### src/rtl/imem_arb.sv
// Two-port arbiter in front of a single-port synchronous instruction RAM.
// A fetch port and a loader port share the RAM; the loader can halt fetch.
//
// state  | meaning
// -------+-------------------------------------------------------------
// RUN    | both ports arbitrated round-robin on conflict
// DRAIN  | fetch blocked, waiting for any in-flight fetch to retire
// HALTED | loader owns the RAM exclusively, halt_ack asserted
module imem_arb #(
  parameter int AW = 6
) (
  input  logic          clk,
  input  logic          reset_n,
  input  logic          f_req,
  input  logic [31:0]   f_addr,
  output logic          f_gnt,
  output logic          f_rvalid,
  output logic          f_err,
  output logic [31:0]   f_rdata,
  input  logic          l_req,
  input  logic          l_we,
  input  logic [31:0]   l_addr,
  input  logic [31:0]   l_wdata,
  output logic          l_gnt,
  output logic          l_rvalid,
  output logic          l_err,
  output logic [31:0]   l_rdata,
  input  logic          halt_req,
  output logic          halt_ack,
  output logic          m_en,
  output logic          m_we,
  output logic [AW-1:0] m_addr,
  output logic [31:0]   m_wdata,
  input  logic [31:0]   m_rdata
);

  typedef enum logic [1:0] {
    S_RUN    = 2'd0,
    S_DRAIN  = 2'd1,
    S_HALTED = 2'd2
  } state_t;

  state_t state_q, state_d;
  logic   last_l_q, last_l_d;
  logic   f_rvalid_q, f_err_q, f_rd_q;
  logic   l_rvalid_q, l_err_q, l_rd_q;
  logic   f_bad, l_bad, f_ok;

  // Misaligned or beyond the RAM: granted but never reaches the RAM.
  assign f_bad = (f_addr[1:0] != 2'b00) || ((f_addr >> (AW + 2)) != 32'd0);
  assign l_bad = (l_addr[1:0] != 2'b00) || ((l_addr >> (AW + 2)) != 32'd0);

  always_comb begin
    state_d  = state_q;
    last_l_d = last_l_q;
    f_gnt    = 1'b0;
    l_gnt    = 1'b0;
    m_en     = 1'b0;
    m_we     = 1'b0;
    m_addr   = '0;
    m_wdata  = '0;
    f_ok     = (state_q == S_RUN) && !halt_req;

    if (reset_n) begin
      if (f_req && f_ok && l_req) begin
        f_gnt = last_l_q;
        l_gnt = !last_l_q;
      end else begin
        f_gnt = f_req && f_ok;
        l_gnt = l_req;
      end
    end

    if (f_gnt) begin
      m_en     = !f_bad;
      m_addr   = f_addr[AW+1:2];
      last_l_d = 1'b0;
    end else if (l_gnt) begin
      m_en     = !l_bad;
      m_we     = l_we && !l_bad;
      m_addr   = l_addr[AW+1:2];
      m_wdata  = l_wdata;
      last_l_d = 1'b1;
    end

    // Fetch grants stop the cycle halt_req is seen in RUN, so by the time
    // DRAIN is reached the last fetch response has already been registered.
    case (state_q)
      S_RUN:    if (halt_req) state_d = S_DRAIN;
      S_DRAIN:  state_d = halt_req ? (f_rvalid_q ? S_DRAIN : S_HALTED) : S_RUN;
      S_HALTED: if (!halt_req) state_d = S_RUN;
      default:  state_d = S_RUN;
    endcase
  end

  always_ff @(posedge clk or negedge reset_n) begin
    if (!reset_n) begin
      state_q    <= S_RUN;
      last_l_q   <= 1'b1;
      f_rvalid_q <= 1'b0;
      f_err_q    <= 1'b0;
      f_rd_q     <= 1'b0;
      l_rvalid_q <= 1'b0;
      l_err_q    <= 1'b0;
      l_rd_q     <= 1'b0;
    end else begin
      state_q    <= state_d;
      last_l_q   <= last_l_d;
      f_rvalid_q <= f_gnt;
      f_err_q    <= f_gnt && f_bad;
      f_rd_q     <= f_gnt && !f_bad;
      l_rvalid_q <= l_gnt;
      l_err_q    <= l_gnt && l_bad;
      l_rd_q     <= l_gnt && !l_bad && !l_we;
    end
  end

  // m_rdata is the RAM's own output register; gate it with registered flags.
  assign f_rvalid = f_rvalid_q;
  assign f_err    = f_err_q;
  assign f_rdata  = f_rd_q ? m_rdata : 32'd0;
  assign l_rvalid = l_rvalid_q;
  assign l_err    = l_err_q;
  assign l_rdata  = l_rd_q ? m_rdata : 32'd0;
  assign halt_ack = (state_q == S_HALTED);

endmodule

### config.mk
export PLATFORM = sky130hd
export DESIGN_NAME = imem_arb
export DESIGN_NICKNAME = d
export VERILOG_FILES = /design/src/rtl/imem_arb.sv
export SDC_FILE = /design/constraint.sdc
export NUM_CORES = 1
export LEC_CHECK = 0
export ABC_AREA = 1
export BUFFER_PORTS_ARGS = -buffer_cell sky130_fd_sc_hd__buf_2
export CORE_AREA = 3 3 94 96
export CTS_BUF_LIST = sky130_fd_sc_hd__clkbuf_4
export CTS_CLUSTER_DIAMETER = 100
export CTS_CLUSTER_SIZE = 25
export DETAILED_ROUTE_END_ITERATION = 6
export DIE_AREA = 0 0 97 99
export GPL_ROUTABILITY_DRIVEN = 0
export MAX_ROUTING_LAYER = met4
export SLEW_MARGIN = 20
export SYNTH_ARGS = -nofsm -noshare
export SYNTH_HDL_FRONTEND = slang
export SYNTH_SLANG_ARGS = --single-unit
### constraint.sdc
create_clock -name clk -period 1.53 [get_ports clk]
set_input_delay 0.0765 -clock clk [delete_from_list [all_inputs] [get_ports clk]]
set_output_delay 0.0765 -clock clk [all_outputs]
set_load 0.03 [all_outputs]
==> summary.md, run 1 <==
| Metric | Value |
|---|---|
| Finish-stage setup viols | `23` |
| Core ar. | `8134 um2` |
| Critical path type | `reg -> out` |
| Reg2reg path depth | `5` |
| Bufs and invs on worst path | `2` |
| PortBufs | `244` |
| Placed Instance Area | `2766 um2` |
| Reg2reg setup slack | `0.27 ns` |
| Area grow syn2layout | `123.6%` |
| Clk Latency, worst-skew pair | `0.26 ns` |
| Top cells by area, synth | `inv_1 (28%), nand2_1 (27%), nor2_1 (19%)` |
| Worst vdd ir | `0.0001655 V` |
| Synth unique cells | `19` |
| Worst setup margin | `-0.05806 ns` |
| DIE AREA | `9603 um2` |
| GRT Total Usage | `12.93%` |
| Violated checks | `setup timing` |
| Cts bufs inserted | `3` |
| Synth warn | `0` |
| Seq/Total Area, Yosys | `16.22%` |
| # diodes | `0` |
| Critical Path Start Type | `flip-flop` |
| Hold Crit Start | `l_req` |
| CTS tree | `done` |
| Critical path fanouts, max | `8` |
| Worst-path clk slew | `0.06 ns` |
| WHS Path Cells | `3` |
| Layout cell share with drive strength beyond 1 | `52.86%` |
| Worst endpoint required time | `1.45 ns` |
| Synth top area share | `27.96%` |
| Status | `finished with violations` |
| DR pass1 iterations | `5` |
| Avg Cell Area, Syn | `4.563 um2` |
| Cell Area, Synth | `1396 um2` |
| Crit-path cells | `nand4_1, nand2_4, clkbuf_16, nor2_1, buf_4` |
| Post-synthesis net count | `440` |
| FMAX | `629.7 MHz` |
| Initial antenna violation count | `0` |
| Chip Height | `99 um` |
| H-Tree Depth | `1` |
| CP peak stage delay | `0.53 ns` |
| Largest net degree at the start of global routing | `34` |
| Hold Crit Endpoint | `last_l_q` |
| Routed Wire Length | `6958 um` |
| Clk sinks | `9` |
| First-pass GRT wire length | `10150 um` |
| Hpwl dp | `5659 um` |
| Seq cells post-synth | `9` |
| Period minus WS final | `1.588 ns` |
| Least-Margin Pin Slew | `0.3133 ns` |
| Final Net Count | `695` |
| Top delay family on crit path | `flip-flops` |
| Crit path capture type | `output pin` |
| Final period util | `103.8%` |
| Clock Skew | `0.002869 ns` |
| Vias in the first global route | `2239` |
| Final Cell Area | `3122 um2` |
| Global route overflow | `0` |
| Worst r2r src | `last_l_q` |
| Leakage | `2.519 nW` |
| Top-Level Pins | `245` |
| Initial core utilization | `17.17%` |
| Row cnt | `33` |
| CP Data Arrival Time | `1.51 ns` |
| DRC | `0` |
| Iter 0 DRT Violations | `73` |
| Cell Pwr Density | `358.0 nW/um2` |
| Post-synth top area cell | `inv_1` |
| Rel. slew slack | `79.12%` |
| Slew Limit Fails | `0` |
| Hold Fails Final Rpt | `0` |
| Hold crit path type | `in -> reg` |
| Hold Slack | `0.07137 ns` |
| Die W | `97 um` |
| Max-cap violations | `0` |
| Synth Instances | `306` |
| Slowest CP cell | `dfstp_2` |
| Root buf cell | `clkbuf_4` |
| CTS Buffer Depth | `2` |
| Setup TNS | `-0.1799 ns` |
| Vias | `2519` |
| Final ANT Viol Nets | `0` |
| WL/cell | `10.46 um` |
| RSZ-0062 raised after global routing | `yes` |
| RR Endpoint | `l_err` |
| Vias per cell | `3.788` |
synth_stat cells (all sizes together):
library cell and number:
nand2 102, a21oi 1, inv 105, nand4 2, and2 1, dfrtp 8, clkbuf 6, nor2 72
or2 1, a31oi 1, nand3 2, o31ai 1, dfstp 1, buf 3
registers in the layout (all words and copies together) (netlist names):
name	flops
f_err	1
f_rd_q	1
f_rvalid	1
l_err	1
l_rd_q	1
l_rvalid	1
last_l_q	1
state_q	2
layout by cell type, fill, tap and decap left out, types with 4 or more instances in the layout:
cell / synthesis / layout
nor2_4: 1 / 6
nor2_2: 2 / 8
dfrtp_1: 8 / 8
buf_4: 3 / 16
clkbuf_4: 0 / 4
nor2_1: 69 / 58
buf_6: 0 / 18
nand2_1: 100 / 86
buf_2: 0 / 220
inv_1: 104 / 103
nand2_2: 2 / 14
cell families (layout without fill, tap and decap cells):
logic type             Yosys count  after routing  synth area share [%]
buffers and inverters          114            368                 31.45
AND/OR/NAND/NOR                180            180                 50.99
flip-flops                       9              9                 16.22
AO/OA/AOI/OAI                    3              3                 1.344
final cells by class:
class / instances / area, um2
clock buffer: 4 / 30.03
fill: 862 / 5012
inverter: 105 / 396.6
multi-input combinational: 183 / 828.3
sequential: 9 / 226.5
tap: 105 / 131.4
timing repair buffer: 259 / 1509
routing by layer:
layer / global-route usage (%) / share of wire, % / vias to the layer above
met5: - / 0 / -
met4: 2.268 / 0.63 / 0
met2: 25.58 / 55 / 132
met1: 13.22 / 35 / 1057
li1: - / - / 1326
met3: 2.548 / 8.7 / 4
report_power, final:
part / internal (mW) / switching (mW) / total [mW]
combinational: 0.294 / 0.351 / 0.646
sequential: 0.260 / 0.0116 / 0.272
clock: 0.118 / 0.0816 / 0.200
total: 0.673 / 0.445 / 1.12
worst max-delay path by stage:
stage                     from     endpoint  slack, ns  cells past startpoint
detailed placement    last_l_q         m_en       0.17                      7
floorplan             last_l_q         m_en       0.07                      6
CTS                   last_l_q         m_en     -0.002                      7
global route        state_q[1]  m_wdata[28]      -0.15                      6
global placement      last_l_q    m_addr[0]       0.20                      8
finish                last_l_q  m_wdata[28]      -0.06                      5
metrics by stage:
| stage | utilization [%] | setup slack (ns) | cells | power, mW |
|---|---|---|---|---|
| CTS | 35.50 | -0.002316 | 660 | 1.048 |
| floorplan | - | 0.06854 | 306 | 0.5307 |
| global route | 38.38 | -0.1498 | 665 | 1.200 |
| finish | 38.38 | -0.05806 | 665 | 1.117 |
| detailed placement | 34.01 | 0.1712 | 651 | 0.8065 |
| global placement | 34.01 | 0.1989 | 651 | 0.7996 |
worst min-delay path, cell delays in order:
cell     delay (ns)
buf_2          0.11
nand2_1        0.07
a21oi_1        0.07
what timing repair did:
| action | CTS | global route |
|---|---|---|
| buffers inserted | 3 | 3 |
| gates cloned | 0 | 2 |
| endpoints found under the setup margin | 8 | 41 |
| resized for setup | 17 | 75 |
| endpoints found under the hold margin | 10 | 0 |
| hold buffers | 2 | 0 |
| pin swaps | 5 | 8 |
Power figures use the tool's default switching activity.
==> run 2, diff against run 1 <==
TNS_END_PERCENT = 10   (was default)
==> summary.md, run 2 (same netlist as run 1, synthesis figures left out) <==
| Metric | Value |
|---|---|
| Status | `finished with violations` |
| Violated checks | `setup timing` |
| Final ANT Viol Nets | `0` |
| Rel. slew slack | `79.07%` |
| Hold Crit Endpoint | `last_l_q` |
| Row cnt | `33` |
| DRC | `0` |
| Hold Fails Final Rpt | `0` |
| Crit-path cells | `inv_2, nand2_2, nand2_2, nor2_4, buf_12, nand2_2, nand2_2, buf_6` |
| Finish-stage setup viols | `3` |
| Worst r2r src | `last_l_q` |
| DIE AREA | `9603 um2` |
| Clock Skew | `0.0004970 ns` |
| Top-Level Pins | `245` |
| Max-cap violations | `0` |
| # diodes | `0` |
| Clk Latency, worst-skew pair | `0.26 ns` |
| Largest net degree at the start of global routing | `34` |
| CTS tree | `done` |
| Chip Height | `99 um` |
| Commonest non-fill, non-tap cell in the layout | `buf_2` |
| Biggest register | `state_q` |
| PortBufs | `244` |
| Fillers | `887` |
| Core ar. | `8134 um2` |
| Bufs and invs on worst path | `3` |
| CTS Buffer Depth | `2` |
| Root buf cell | `clkbuf_4` |
| RSZ-0062 raised after global routing | `yes` |
| Reg2reg path depth | `7` |
| Least-Margin Pin Slew | `0.3140 ns` |
| CP peak stage delay | `0.53 ns` |
| Layout cell share with drive strength beyond 1 | `50.45%` |
| Area grow syn2layout | `109.5%` |
| Worst setup margin | `-0.02071 ns` |
| Top delay family on crit path | `flip-flops` |
| Hold Slack | `0.07174 ns` |
| WL/cell | `9.927 um` |
| Cts bufs inserted | `3` |
| Slew Limit Fails | `0` |
| WHS Path Cells | `3` |
| Final Cell Area | `2925 um2` |
| Leakage | `2.460 nW` |
| Worst endpoint required time | `1.45 ns` |
| Hpwl dp | `5659 um` |
| Max reg flops | `2` |
| Hold crit path type | `in -> reg` |
| Iter 0 DRT Violations | `67` |
| Worst-path clk slew | `0.06 ns` |
| FMAX | `644.9 MHz` |
| Crit path capture type | `output pin` |
| Die W | `97 um` |
| Commonest cells after routing, fill and taps aside | `buf_2 (234), inv_1 (103), nand2_1 (86), nor2_1 (69), nand2_2 (16)` |
| Finished Layout Cells | `660` |
| Hold Crit Start | `l_req` |
| Clk sinks | `9` |
| Vias | `2447` |
| Initial antenna violation count | `0` |
| Placed Instance Area | `2766 um2` |
| H-Tree Depth | `1` |
| Critical Path Start Type | `flip-flop` |
| Period minus WS final | `1.551 ns` |
| DR pass1 iterations | `5` |
| Placed Cells | `651` |
| Cell Pwr Density | `356.0 nW/um2` |
| Initial core utilization | `17.17%` |
| First-pass GRT wire length | `10150 um` |
| Global route overflow | `0` |
| Critical path fanouts, max | `8` |
| Setup WS pre-CTS | `0.1712 ns` |
| Final Net Count | `690` |
| RR Endpoint | `last_l_q` |
| CP Data Arrival Time | `1.47 ns` |
| GRT Total Usage | `12.93%` |
| Routed Wire Length | `6552 um` |
| Reg2reg setup slack | `0.35 ns` |
| Top cell by count, worst path | `nand2_2` |
| Slowest CP cell | `dfstp_2` |
| Vias per cell | `3.708` |
| Critical path type | `reg -> out` |
| Worst vdd ir | `0.0001675 V` |
| Final period util | `101.4%` |
| Vias in the first global route | `2239` |
-- run 2: cell types whose count changed in the layout (fill, tap and decap cells not counted), sizes merged --
cell	previous run	this run
buf	256	251
-- run 2: final cells by class --
type | count | area, um2 | share of cell area [%]
Multi-Input combinational cell | 183 | 765.7 | 26.18
Sequential cell | 9 | 226.5 | 7.742
Tap cell | 105 | 131.4 | 4.491
Clock buffer | 4 | 30.03 | 1.027
Inverter | 105 | 394.1 | 13.47
Timing Repair Buffer | 254 | 1378 | 47.09
-- run 2: per-layer routing --
layer  global-route usage (%)  vias to the layer above  wire length, um
met5                        -                        -                0
met4                    2.268                        0               28
met3                    2.548                        2              590
met2                    25.58                      128             3603
met1                    13.22                     1004             2329
li1                         -                     1313                -
-- run 2: worst register-to-register path, delay by kind of cell (launching register included) --
kind            cells  cell delay, ns
flops               1            0.53
buf+inv             3            0.29
simple gates        3            0.25
compound gates      1            0.04
-- run 2: where the power goes --
group	leakage (nW)	switching [mW]	total (mW)	internal [mW]
registers	0.118	0.0113	0.272	0.260
clock network	0.0184	0.0807	0.199	0.118
logic	2.32	0.321	0.571	0.250
total	2.46	0.413	1.04	0.628
-- run 2: how the worst max path moves through the flow --
| stage | start | endpoint | slack [ns] | cells past startpoint |
|---|---|---|---|---|
| 6_report | last_l_q | m_addr[3] | -0.02 | 8 |
| 5_1_grt | last_l_q | m_addr[3] | -0.12 | 8 |
| 4_1_cts | last_l_q | m_en | -0.002 | 7 |
| 3_5_place_dp | last_l_q | m_en | 0.17 | 7 |
| 3_3_place_gp | last_l_q | m_addr[0] | 0.20 | 8 |
| 2_1_floorplan | last_l_q | m_en | 0.07 | 6 |
-- run 2: per-stage QoR --
stage | util, % | total power [mW] | TNS [ns]
2_1_floorplan | - | 0.5307 | 0
3_3_place_gp | 34.01 | 0.7996 | 0
3_5_place_dp | 34.01 | 0.8065 | 0
4_1_cts | 35.50 | 1.048 | -0.002316
5_1_grt | 35.96 | 1.126 | -3.329
6_report | 35.96 | 1.042 | -0.03482
-- run 2: what timing repair did --
| action | in CTS | in global routing |
|---|---|---|
| setup buffers | 3 | 0 |
| pin swaps | 5 | 8 |
| hold endpoints to repair | 10 | 0 |
| gates resized for setup | 17 | 17 |
| setup endpoints to repair | 8 | 41 |
| hold buffers | 2 | 0 |
==> run 3, diff against run 2 <==
MAX_ROUTING_LAYER = default   (was met4)
SKIP_LAST_GASP = 1   (was default)
==> summary.md, run 3 (same netlist as run 1, synthesis figures left out) <==
| Metric | Value |
|---|---|
| Status | `finished with violations` |
| Violated checks | `setup timing` |
| Combinational Power Share | `54.7%` |
| Routed Wire Length | `6497 um` |
| Total internal power | `0.6264 mW` |
| DR pass1 iterations | `5` |
| WL/cell | `9.844 um` |
| Hpwl dp | `5659 um` |
| # diodes | `0` |
| Critical Path Start Type | `flip-flop` |
| Layout cell share with drive strength beyond 1 | `50.27%` |
| Hold Fails Final Rpt | `0` |
| Worst-path clk slew | `0.06 ns` |
| First-pass GRT wire length | `10160 um` |
| H-Tree Depth | `1` |
| DIE AREA | `9603 um2` |
| Share of power burned in registers | `26.2%` |
| Fillers | `884` |
| Hold Slack | `0.07214 ns` |
| Final ANT Viol Nets | `0` |
| CP startpoint | `last_l_q` |
| Hold Crit Start | `l_req` |
| Clk sinks | `9` |
| Biggest register | `state_q` |
| Critical path type | `reg -> out` |
| Worst vdd ir | `0.0001668 V` |
| Iter 0 DRT Violations | `95` |
| Largest net degree at the start of global routing | `34` |
| Slew Limit Fails | `0` |
| Rel. slew slack | `79.07%` |
| Initial core utilization | `17.17%` |
| Crit path capture type | `output pin` |
| Final Net Count | `690` |
| CTS tree | `done` |
| Total Power | `1.038 mW` |
| Cell Pwr Density | `356.2 nW/um2` |
| Critical path fanouts, max | `8` |
| GRT Total Usage | `12.57%` |
| PortBufs | `244` |
| Worst r2r src | `last_l_q` |
| Root buf cell | `clkbuf_4` |
| Leakage | `2.461 nW` |
| Max reg flops | `2` |
| Finish-stage setup viols | `4` |
| Reg2reg setup slack | `0.35 ns` |
| Hold crit path type | `in -> reg` |
| Least-Margin Pin Slew | `0.3140 ns` |
| Die W | `97 um` |
| Switching Share | `39.68%` |
| Final period util | `100.7%` |
| Commonest non-fill, non-tap cell in the layout | `buf_2` |
| Vias per cell | `3.705` |
| Switch Pwr | `0.4120 mW` |
| Setup WS pre-CTS | `0.1712 ns` |
| WHS Path Cells | `3` |
| Worst setup margin | `-0.01109 ns` |
| Vias | `2445` |
| Clock Power Share | `19.1%` |
| Vias in the first global route | `2237` |
| CP Data Arrival Time | `1.46 ns` |
| Worst endpoint required time | `1.45 ns` |
| Clock Skew | `0.0004831 ns` |
| Hold Crit Endpoint | `last_l_q` |
| RR Endpoint | `last_l_q` |
| Cts bufs inserted | `3` |
| Chip Height | `99 um` |
| DRC | `0` |
| Top-Level Pins | `245` |
| CTS Buffer Depth | `2` |
| Initial antenna violation count | `0` |
| Global route overflow | `0` |
| Reg2reg path depth | `7` |
| RSZ-0062 raised after global routing | `yes` |
| FMAX | `648.9 MHz` |
| Clk Latency, worst-skew pair | `0.26 ns` |
| Core ar. | `8134 um2` |
| Period minus WS final | `1.541 ns` |
| Max-cap violations | `0` |
| Row cnt | `33` |
| Area grow syn2layout | `108.8%` |
| Commonest cells after routing, fill and taps aside | `buf_2 (237), inv_1 (103), nand2_1 (87), nor2_1 (69), nand2_2 (15)` |
run 3: changes by cell type in the layout (fill, tap and decap cells not counted):
cell      before  now
buf_2        234  237
buf_4          8    6
clkbuf_4       5    4
nand2_1       86   87
nand2_2       16   15
run 3: cell type report:
class | count | area (um2) | area share (%)
repair buffers | 254 | 1370 | 47.00
multi-input cells | 183 | 763.2 | 26.18
inverters | 105 | 394.1 | 13.52
flip-flops and latches | 9 | 226.5 | 7.768
well taps | 105 | 131.4 | 4.506
clock buffers | 4 | 30.03 | 1.030
run 3: per-layer routing:
layer / global-route usage, % / share of wire, % / vias up
li1: - / - / 1313
met1: 13.13 / 35 / 1000
met4: 2.268 / 0.43 / 0
met2: 25.58 / 55 / 130
met5: 0 / 0 / -
met3: 2.760 / 9.3 / 2
run 3: stage by stage:
step | std cells | instance area, um2 | util (%) | TNS [ns]
after global placement | 651 | 2766 | 34.01 | 0
final | 660 | 2915 | 35.84 | -0.02067
after CTS | 660 | 2888 | 35.50 | -0.005116
after global routing | 660 | 2915 | 35.84 | -3.332
after detailed placement | 651 | 2766 | 34.01 | 0
after floorplan | 306 | 1396 | - | 0
run 3: what timing repair did:
| action | in CTS | in global routing |
|---|---|---|
| resized for setup | 17 | 11 |
| gates cloned | 0 | 0 |
| endpoints found under the setup margin | 8 | 41 |
| pin swaps | 2 | 9 |
| setup buffers | 3 | 0 |
| hold buffers | 2 | 0 |
| endpoints found under the hold margin | 10 | 0 |
run 3: power by group through the flow:
stage                     logic [mW]  registers [mW]  clock network (mW)
after CTS                      0.567           0.272               0.209
after detailed placement       0.531           0.276                   0
after floorplan                0.244           0.287                   0
after global placement         0.525           0.274                   0
final                          0.568           0.272               0.199
after global routing           0.625           0.275               0.224
run 3: worst max-delay path, stage by stage (launching register included):
cell	delay (ns)
dfstp_2	0.53
inv_2	0.04
nand2_2	0.05
nand2_2	0.05
nor2_4	0.15
buf_12	0.14
nand2_2	0.05
nand2_2	0.06
buf_6	0.13
run 3: worst max path at each step:
stage	endpoint	slack (ns)	cells after the start
final	m_addr[2]	-0.01	8
after detailed placement	m_en	0.17	7
after CTS	m_en	-0.002	7
after global placement	m_addr[0]	0.20	8
after global routing	m_addr[3]	-0.12	8
after floorplan	m_en	0.07	6
